[config.mk]
export PLATFORM = sky130hd
export DESIGN_NAME = divu_hilo_unit
export DESIGN_NICKNAME = d
export VERILOG_FILES = /design/src/rtl/mips_defs.sv /design/src/rtl/divu_step.sv /design/src/rtl/divu_hilo_unit.sv
export SDC_FILE = /design/constraint.sdc
export NUM_CORES = 1
export LEC_CHECK = 0
export ABC_AREA = 1
export CORE_MARGIN = 3
export CORE_UTILIZATION = 32
export DETAILED_ROUTE_END_ITERATION = 12
export GPL_ROUTABILITY_DRIVEN = 0
export SLEW_MARGIN = 10
export SYNTH_ARGS = -nofsm -noshare
export SYNTH_HDL_FRONTEND = slang
export SYNTH_SLANG_ARGS = --single-unit
[constraint.sdc]
create_clock -name clk -period 3.9 [get_ports clk]
set_input_delay 0.585 -clock clk [delete_from_list [all_inputs] [get_ports clk]]
set_output_delay 0.585 -clock clk [all_outputs]
set_load 0.05 [all_outputs]
[src/rtl/mips_defs.sv]
// Shared MIPS definitions for the HI/LO divide unit.
// Contents: the funct codes of the HI/LO instructions, the divider state
// encoding and the fixed divide latency in cycles.
package mips_defs;

  localparam logic [5:0] DIVU = 6'd27;
  localparam logic [5:0] MFHI = 6'd16;
  localparam logic [5:0] MTHI = 6'd17;
  localparam logic [5:0] MFLO = 6'd18;
  localparam logic [5:0] MTLO = 6'd19;

  localparam logic [0:0] DIV_STATE_IDLE = 1'b0;
  localparam logic [0:0] DIV_STATE_RUN  = 1'b1;

  localparam int unsigned DIV_LATENCY = 32;

endpackage

[src/rtl/divu_step.sv]
// One restoring-division step, purely combinational.
// Ports: r (partial remainder), q (quotient/dividend shift register) and
// d (divisor) in; r_next and q_next (state after one quotient bit) out.
module divu_step #(
  parameter int unsigned WIDTH = 32
) (
  input  logic [WIDTH-1:0] r,
  input  logic [WIDTH-1:0] q,
  input  logic [WIDTH-1:0] d,
  output logic [WIDTH-1:0] r_next,
  output logic [WIDTH-1:0] q_next
);

  logic [WIDTH:0] shifted;
  logic [WIDTH:0] d_ext;
  logic           fits;

  assign shifted = {r, q[WIDTH-1]};
  assign d_ext   = {1'b0, d};
  assign fits    = (shifted >= d_ext);

  // A non-negative difference is always below d, so it fits in WIDTH bits.
  assign r_next = fits ? WIDTH'(shifted - d_ext) : shifted[WIDTH-1:0];
  assign q_next = {q[WIDTH-2:0], fits};

endmodule

[src/rtl/divu_hilo_unit.sv]
// Multi-cycle unsigned divider with the HI/LO register pair.
// Ports: clk, rst (synchronous, active-high); start, dividend and divisor
// issue a DIVU; mthi, mtlo and wdata write HI/LO directly. hi (remainder) and
// lo (quotient) are read directly. Hi_Lo is high while the unit is idle and
// its results are valid; busy is its registered complement.
module divu_hilo_unit
  import mips_defs::*;
#(
  parameter int unsigned WIDTH = 32
) (
  input  logic             clk,
  input  logic             rst,
  input  logic             start,
  input  logic [WIDTH-1:0] dividend,
  input  logic [WIDTH-1:0] divisor,
  input  logic             mthi,
  input  logic             mtlo,
  input  logic [WIDTH-1:0] wdata,
  output logic [WIDTH-1:0] hi,
  output logic [WIDTH-1:0] lo,
  output logic             Hi_Lo,
  output logic             busy
);

  localparam int unsigned CNT_W = 6;

  logic [0:0]       state, state_nxt;
  logic [CNT_W-1:0] cnt, cnt_nxt;
  logic [WIDTH-1:0] d_reg, d_nxt;
  logic [WIDTH-1:0] r_reg, r_nxt;
  logic [WIDTH-1:0] q_reg, q_nxt;
  logic [WIDTH-1:0] hi_nxt, lo_nxt;
  logic             hi_lo_nxt, busy_nxt;
  logic [WIDTH-1:0] step_r, step_q;

  divu_step #(.WIDTH(WIDTH)) u_step (
    .r      (r_reg),
    .q      (q_reg),
    .d      (d_reg),
    .r_next (step_r),
    .q_next (step_q)
  );

  // Next-state and datapath update.
  always_comb begin
    state_nxt = state;
    cnt_nxt   = cnt;
    d_nxt     = d_reg;
    r_nxt     = r_reg;
    q_nxt     = q_reg;
    hi_nxt    = hi;
    lo_nxt    = lo;
    hi_lo_nxt = Hi_Lo;
    busy_nxt  = busy;
    case (state)
      DIV_STATE_IDLE: begin
        if (start) begin
          // start takes priority; any concurrent MTHI/MTLO is dropped
          state_nxt = DIV_STATE_RUN;
          d_nxt     = divisor;
          r_nxt     = '0;
          q_nxt     = dividend;
          cnt_nxt   = '0;
          hi_lo_nxt = 1'b0;
          busy_nxt  = 1'b1;
        end else begin
          if (mthi) hi_nxt = wdata;
          if (mtlo) lo_nxt = wdata;
        end
      end
      DIV_STATE_RUN: begin
        r_nxt   = step_r;
        q_nxt   = step_q;
        cnt_nxt = cnt + CNT_W'(1);
        // Results go straight to HI/LO on the last step so they appear
        // together with Hi_Lo rising.
        if (cnt == CNT_W'(WIDTH - 1)) begin
          state_nxt = DIV_STATE_IDLE;
          hi_nxt    = step_r;
          lo_nxt    = step_q;
          hi_lo_nxt = 1'b1;
          busy_nxt  = 1'b0;
        end
      end
      default: state_nxt = DIV_STATE_IDLE;
    endcase
  end

  // State and output registers.
  always_ff @(posedge clk) begin
    if (rst) begin
      state <= DIV_STATE_IDLE;
      cnt   <= '0;
      d_reg <= '0;
      r_reg <= '0;
      q_reg <= '0;
      hi    <= '0;
      lo    <= '0;
      Hi_Lo <= 1'b1;
      busy  <= 1'b0;
    end else begin
      state <= state_nxt;
      cnt   <= cnt_nxt;
      d_reg <= d_nxt;
      r_reg <= r_nxt;
      q_reg <= q_nxt;
      hi    <= hi_nxt;
      lo    <= lo_nxt;
      Hi_Lo <= hi_lo_nxt;
      busy  <= busy_nxt;
    end
  end

endmodule

Word level (Yosys, flattened, before mapping)

Index checks and enable logic that the tools add are counted.

Register bits after elaboration: 169
Bits in latches: 0
RAM bits: 0
ROM bits: 0
Output and inout bits: 66
Word-level logic and storage cells: 47
Memories kept: 0

Add/sub/neg operators: 2
Multiply operators: 0
Divide/modulo/power cells: 0
Order comparisons: 1
Equality and inequality tests: 6
Shifts and indexed selects: 0
Muxes and demuxes: 24
Bitwise logic cells: 1
Reduce and logical (&&, ||, !) cells: 4

Operators with widths:

| operator                                              | count |
|---|---|
| two-way mux 32 bit                                    | 9 |
| case mux 32 bit (2 select lines)                      | 4 |
| greater-or-equal comparator 33 x 32 -> 1 bit          | 1 |
| subtractor 32 bit                                     | 1 |
| case mux 6 bit (2 select lines)                       | 1 |
| inequality test 2 bit, second input constant          | 4 |
| adder 6 x 1 -> 6 bit, second input constant           | 1 |
| equality test 6 x 5 -> 1 bit, second input constant   | 1 |
| two-way mux 1 bit                                     | 6 |
| two-way mux 6 bit                                     | 1 |
| case mux 1 bit (2 select lines)                       | 3 |
| AND reduction 3 bit                                   | 2 |
| AND reduction 2 bit                                   | 2 |
| inequality test 2 x 1 -> 1 bit, second input constant | 1 |
| inverter 1 bit                                        | 1 |

Longest topological paths before layout

Gate-level depths: netlist of run 1.

Word-level depth: 4
Gate-level depth with buffers: 16
Gate-level depth less buffers: 16

Cells and area by module

From an unflattened synthesis of run 1, not the netlist that was laid out.

Cell total of the unflattened synthesis: 1674
Area, all modules: 10540.1 µm²

By module, submodules not included:

| module         | instances | cells each | area an instance (µm²) |
|---|---|---|---|
| divu_hilo_unit | 1         | 995        | 7139.3 |
| divu_step      | 1         | 679        | 3400.8 |

Worst setup path before layout of run 1

No wires, ideal clock.

Path type: register to register
From: reg q_reg[31]
To: reg r_reg[28]
Library setup time: 0.132 ns
Arrival: 1.821 ns
Path slack: 1.946 ns
Cell stages (with the launch flop): 17
Path through: dfxtp_1 -> inv_1 -> ha_1 -> inv_1 -> fa_1 -> nand3_1 -> nand3_1 -> nand2_1 -> nand2_1 -> nand2_1 -> nand2_1 -> nand2_1 -> nand2_1 -> nand2_1 -> nand3_1 -> nand2_1 -> a21oi_1

Longest elaborated chain between the ends: 3

RTL lines:

| item                                                                                     | RTL line                         | text |
|---|---|---|
| start, declared                                                                          | divu_hilo_unit.sv:31             | `logic [WIDTH-1:0] q_reg, q_nxt;` |
| start signal, assigned                                                                   | divu_hilo_unit.sv:106            | `q_reg <= q_nxt;` |
| subtractor 32 bit / greater-or-equal comparator 33 x 32 -> 1 bit (equally long branches) | divu_step.sv:23, divu_step.sv:20 |  |
| two-way mux 32 bit *                                                                     | divu_step.sv:23                  | `assign r_next = fits ? WIDTH'(shifted - d_ext) : shifted[WIDTH-1:0];` |
| case mux 32 bit (2 select lines) *                                                       | divu_hilo_unit.sv:55             | `case (state)` |
| end signal, assigned                                                                     | divu_hilo_unit.sv:105            | `r_reg <= r_nxt;` |
| end, declared                                                                            | divu_hilo_unit.sv:30             | `logic [WIDTH-1:0] r_reg, r_nxt;` |

Mark *: on every way between the ends. The rest lies on a longest branch, timed or not.
A chain may end at the register's enable or synchronous reset.

Final worst setup path of run 1

Same ends and word-level chain as after synthesis.

==> results_dict.tcl, run 1 <==
set metrics [dict create \
    overflow 0 \
    hold_depth 2 \
    p_sw_share_pct 50.7 \
    cts_resized 0 \
    ant_nets 0 \
    core_mm2 0.0289 \
    cts.sinks 169 \
    path_cells "inv_1 > ha_1 > inv_1 > fa_1 > nand3_1 > nand3_1 > nand2_1 > nand2_1 > nand2_1 > nand2_1 > nand2_1 > nand2_1 > nand2_1 > nand3_1 > nand2_1 > a21oi_1" \
    synth.distinct_cells 37 \
    fin_crit_sh_pct 68.3 \
    via_per_inst 4.83 \
    holdBufCountCts 0 \
    ff2ff_path_depth 16 \
    antenna_found_initial 0 \
    clk_latency_ns 0.44 \
    period_needed_ns 2.66 \
    p_int_mw 4.89 \
    port-buffer-count 166 \
    pin_count 167 \
    combPwrFrac_pct 60.6 \
    cp_data_arrival_time_ns 2.96 \
    relSlewSlack_pct 28.3 \
    layout-drive-gt1-share_pct 5.66 \
    switchingPower_mw 5.04 \
    drc_errors 0 \
    clock-root-buffer "clkbuf_16" \
    critical_path_required_ns 4.20 \
    layout_common_cells "nand2_1, inv_1, dfxtp_1" \
    finalHoldViolations 0 \
    ys_seq_elements 169 \
    grt.total_usage_pct 18.8 \
    criticalPathCategory "reg -> reg" \
    clock_skew_ns 0.0208 \
    synth_edf_count 0 \
    row_count 62 \
    ys_async_sr_fraction_pct 0 \
    finalNonFillerCells 1974 \
    grt_pass1_vias 8846 \
    r2r_start "q_reg[31]$_SDFFE_PP0P_" \
    place_ws_ns 1.15 \
    initial_core_util_pct 32.7 \
    layout_commonest_cell "nand2_1" \
    worst_setup_path_start_kind "flip-flop" \
    timing.setup.tns_ns 0 \
    cts_made_buffers 17 \
    synth.yosys.seq_area_share_pct 35.8 \
    numPlacedInstances 1942 \
    crit_start "q_reg[31]$_SDFFE_PP0P_" \
    cts_tree "built" \
    rr_endpoint "r_reg[28]$_SDFFE_PP0P_" \
    setup_ws_ns 1.24 \
    critPathCaptureType "flip-flop" \
    hold_path_class "reg -> reg" \
    post-cts-setup-buffers 0 \
    powerDensity_mw_per_mm2 831 \
    area_growth_syn_to_layout_pct 26.6 \
    clock_path_buffers 2 \
    htreeDepth 4 \
    outcome "finished clean" \
    crit_slowest_cell "fa_1" \
    worstHoldEndpoint "d_reg[11]$_SDFFE_PP0P_" \
    die_h_um 178 \
    worstHoldStart "d_reg[11]$_SDFFE_PP0P_" \
    clk_pin_slew_ns 0.07 \
    ir_drop_uv 549 \
    critPathBufInv 2 \
    drt-total-wl_mm 30.1 \
    cp_slowest_stage_delay_ns 0.46 \
    finalSetupViolCount 0 \
    finalNetCount 1712 \
    cp_top_family "simple AND/OR/NAND/NOR gates" \
    synth_area_mm2 0.00944 \
    p_leak_nw 5.58 \
    seq_power_share_pct 22.3 \
    grt_max_degree 80 \
    avgSynthCellArea_um2 6.50 \
    die-area_mm2 0.0316 \
    r2r_slack_ns 1.24 \
    drtIter0Drc 731 \
    grt_pass1_wl_mm 47.5 \
    slew_violations 0 \
    hpwl_mm 22.5 \
    tightestPinTransition_ns 1.07 \
    first_pass_iters 5 \
    cp_max_fo 4 \
    wl_per_cell_um 15.2 \
    power_frac_clock_pct 17.1 \
    syn_inst 1452 \
    rsz0062_at_grt "false" \
    cap_violations 0 \
    fillCellCount 3051 \
    fmax_ghz 0.375 \
    vias 9542 \
    antenna_cells 0 \
    worst_path_most_repeated_cell "nand2_1" \
    hold_slack_ns 0.460 \
    die_x_um 178 \
    ys.flop_type "dfxtp_1" \
    synth_nets 1587 \
    yosysWarnings 0 \
]
[layer usage]
metal / routed length (um) / global-route usage, % / part of all wire, %
met1: 14000 / 25.7 / 46
met2: 13800 / 30.4 / 46
met3: 1630 / 3.21 / 5.4
met4: 638 / 5.20 / 2.1
met5: 0 / 0 / 0
[worst max path at each step]
| stage | cells past startpoint | to |
|---|---|---|
| after floorplan | 16 | r_reg[28]$_SDFFE_PP0P_ |
| after global placement | 7 | lo[5]$_SDFFE_PP0P_ |
| after detailed placement | 7 | lo[18]$_SDFFE_PP0P_ |
| after CTS | 16 | r_reg[28]$_SDFFE_PP0P_ |
| after global routing | 16 | r_reg[28]$_SDFFE_PP0P_ |
| final | 16 | r_reg[28]$_SDFFE_PP0P_ |
[worst min-delay path, delay by kind of cell (launching register included)]
family | cells | cell delay [ns]
DFF | 1 | 0.30
buffers and inverters | 1 | 0.06
AOI/OAI and AO/OA | 1 | 0.06
[per-stage QoR]
stage	total power [mW]	util, %	instance area, um^2
6_report	9.93	41.4	12000
3_3_place_gp	8.12	39.4	11400
2_1_floorplan	6.79	-	9440
3_5_place_dp	8.18	39.4	11400
5_1_grt	10.8	41.4	12000
4_1_cts	9.90	41.4	12000
[power by group through the flow]
stage / Sequential (mW) / Clock [mW] / Combinational, mW
4_1_cts: 2.21 / 1.72 / 5.96
2_1_floorplan: 2.32 / 0 / 4.47
3_5_place_dp: 2.25 / 0 / 5.93
6_report: 2.21 / 1.70 / 6.02
3_3_place_gp: 2.25 / 0 / 5.87
5_1_grt: 2.24 / 1.80 / 6.78
[final cells by class]
cell class	instances	area [um^2]	area share, %
multi-input combinational	1023	5050	42.2
sequential	169	3380	28.3
timing repair buffer	175	1740	14.6
inverter	191	718	6.01
tap	384	480	4.02
clock buffer	18	429	3.59
clock inverter	14	149	1.25
[cell families (layout without fill, tap and decap cells)]
family                     count (synthesis)  count (layout)  synth area share [%]
buffers and inverters                    260             398                  10.8
and+or+nand+nor                          683             683                  31.2
adders and majority gates                 34              34                  4.59
DFF                                      169             169                  35.8
AOI/OAI and AO/OA                        292             292                  16.3
xor gates and xnor gates                  14              14                  1.30
[synthesized netlist by cell type (5+ instances only)]
cell type	count	area, um^2
nand2_2	13	81.3
clkbuf_1	52	195
nand3_1	96	480
o21ai_0	101	505
dfxtp_1	169	3380
a21oi_2	6	52.6
inv_2	7	26.3
nand2_1	466	1750
nand4_1	11	68.8
inv_1	183	687
nor2_2	8	50.1
xnor2_1	14	123
nand3b_1	23	173
buf_2	6	30.0
a21oi_1	147	736
ha_1	33	413
nor2_1	48	180
a31oi_1	33	206
buf_1	5	18.8
Power figures use the tool's default switching activity.
==> inputs of run 2 (changes only) <==
clock period = 2.5 ns   (was 3.9 ns; I/O delays follow)
==> run 2 against run 1 <==
  * Routed wire length up 5.0%
  * Register-to-register slack worse by 1.1 ns
  * Cell area up 2.3%
  * Count of clock-buffer cells in the layout down 1
  * Non-clock buffer count up 18
  * Utilization up 0.94 points
  * Critical path type unchanged
==> results_dict.tcl, run 2 (same netlist as run 1, synthesis figures left out) <==
set metrics [dict create \
    clock_path_buffers 2 \
    core_mm2 0.0289 \
    cp_slowest_stage_delay_ns 0.42 \
    clock-root-buffer "clkbuf_16" \
    holdBufCountCts 0 \
    stdcell_area_mm2 0.0122 \
    finalNetCount 1732 \
    hold_slack_ns 0.463 \
    drc_errors 0 \
    timing.setup.tns_ns 0 \
    hpwl_mm 23.9 \
    cap_violations 0 \
    cts.sinks 169 \
    slew_violations 0 \
    fmax_ghz 0.423 \
    outcome "finished clean" \
    grt_max_degree 66 \
    clk_pin_slew_ns 0.07 \
    relSlewSlack_pct 54.4 \
    die_x_um 178 \
    pin_count 167 \
    path_cells "ha_2 > nand2_2 > nor2_1 > inv_1 > nor3_1 > and2_1 > nand2_1 > nand3_1 > nand3_1 > nand2_1 > a21oi_1" \
    die_h_um 178 \
    ant_nets 0 \
    initial_core_util_pct 32.7 \
    cts_made_buffers 17 \
    ir_drop_uv 732 \
    grt_pass1_wl_mm 48.4 \
    antenna_cells 0 \
    clock_skew_ns 0.00979 \
    finalSetupViolCount 0 \
    powerDensity_mw_per_mm2 1330 \
    htreeDepth 4 \
    setup_ws_ns 0.139 \
    grt.total_usage_pct 19.4 \
    overflow 0 \
    die-area_mm2 0.0316 \
    row_count 62 \
    drtIter0Drc 779 \
    cp_max_fo 6 \
    critPathCaptureType "flip-flop" \
    clk_latency_ns 0.44 \
    tightestPinTransition_ns 0.684 \
    via_per_inst 4.95 \
    critical_path_required_ns 2.81 \
    crit_slowest_cell "ha_2" \
    layout_commonest_cell "nand2_1" \
    period_needed_ns 2.36 \
    area_growth_syn_to_layout_pct 29.5 \
    grt_pass1_vias 9128 \
    p_leak_nw 5.71 \
    wl_per_cell_um 15.8 \
    drt-total-wl_mm 31.6 \
    hold_path_class "reg -> reg" \
    cp_data_arrival_time_ns 2.67 \
    port-buffer-count 166 \
    cts_tree "built" \
    layout_common_cells "nand2_1, inv_1, dfxtp_1" \
    worst_setup_path_start_kind "flip-flop" \
    vias 9856 \
    antenna_found_initial 0 \
    fin_crit_sh_pct 94.5 \
    finalPower_mw 16.3 \
    place_ws_ns -0.0230 \
    first_pass_iters 5 \
    criticalPathCategory "reg -> reg" \
    placed_area_mm2 0.0115 \
    finalHoldViolations 0 \
    layout-drive-gt1-share_pct 7.46 \
]
-- run 2: cell types whose count changed in the layout (fill, tap and decap cells not counted), moves of 2 or more --
cell,delta
buf_12,+3
nand2_1,-3
ha_1,-3
nor2_4,+5
nor2_1,-2
nand2_2,+2
nor2_2,-2
inv_6,-3
ha_2,+2
buf_4,+15
clkinv_4,+3
-- run 2: final cells by class --
class / count / area (um^2)
Clock buffer: 17 / 425
Clock inverter: 14 / 153
Fill cell: 3070 / 16600
Inverter: 191 / 718
Multi-Input combinational cell: 1025 / 5150
Sequential cell: 169 / 3380
Tap cell: 384 / 480
Timing Repair Buffer: 193 / 1910
-- run 2: critical path: cells and delay by family, from the launching register on --
kind	cells	cell delay, ns
adder cells (fa/ha/maj)	1	0.42
buffers and inverters	1	0.07
flip-flops	1	0.36
AND/OR/NAND/NOR	8	1.31
AO/OA/AOI/OAI	1	0.06
-- run 2: report_power, final --
group          leakage (nW)  switching (mW)  internal (mW)
combinational          4.04            6.69           3.53
clock                 0.285            1.29           1.33
sequential             1.39           0.364           3.10
-- run 2: worst paths after layout --
| check | from | endpoint | slack, ns | cells after the start |
|---|---|---|---|---|
| worst max-delay path | r_reg[24]$_SDFFE_PP0P_ | r_reg[27]$_SDFFE_PP0P_ | 0.14 | 11 |
| worst min-delay path | d_reg[24]$_SDFFE_PP0P_ | d_reg[24]$_SDFFE_PP0P_ | 0.46 | 2 |
| worst min register to register | d_reg[24]$_SDFFE_PP0P_ | d_reg[24]$_SDFFE_PP0P_ | 0.46 | 2 |
| worst max register to register | r_reg[24]$_SDFFE_PP0P_ | r_reg[27]$_SDFFE_PP0P_ | 0.14 | 11 |
-- run 2: per-stage QoR --
step / utilization, % / instances
4_1_cts: 41.9 / 1989
6_report: 42.4 / 1993
3_3_place_gp: 39.9 / 1958
5_1_grt: 42.4 / 1993
3_5_place_dp: 39.9 / 1958
2_1_floorplan: - / 1452
-- run 2: timing repair --
action                     CTS  global route
buffers inserted             0             2
setup endpoints to repair   14            65
gates cloned                 0             2
resized for setup            1            18
pin swaps                    0             2
-- run 2: metal layers --
| metal | vias to the layer above | global-route usage (%) | share of wire (%) |
|---|---|---|---|
| met5 | - | 0 | 0 |
| met4 | 0 | 5.73 | 2.0 |
| met3 | 43 | 4.02 | 6.4 |
| met2 | 308 | 31.4 | 46 |
| met1 | 4539 | 26.0 | 46 |
| li1 | 4966 | - | - |
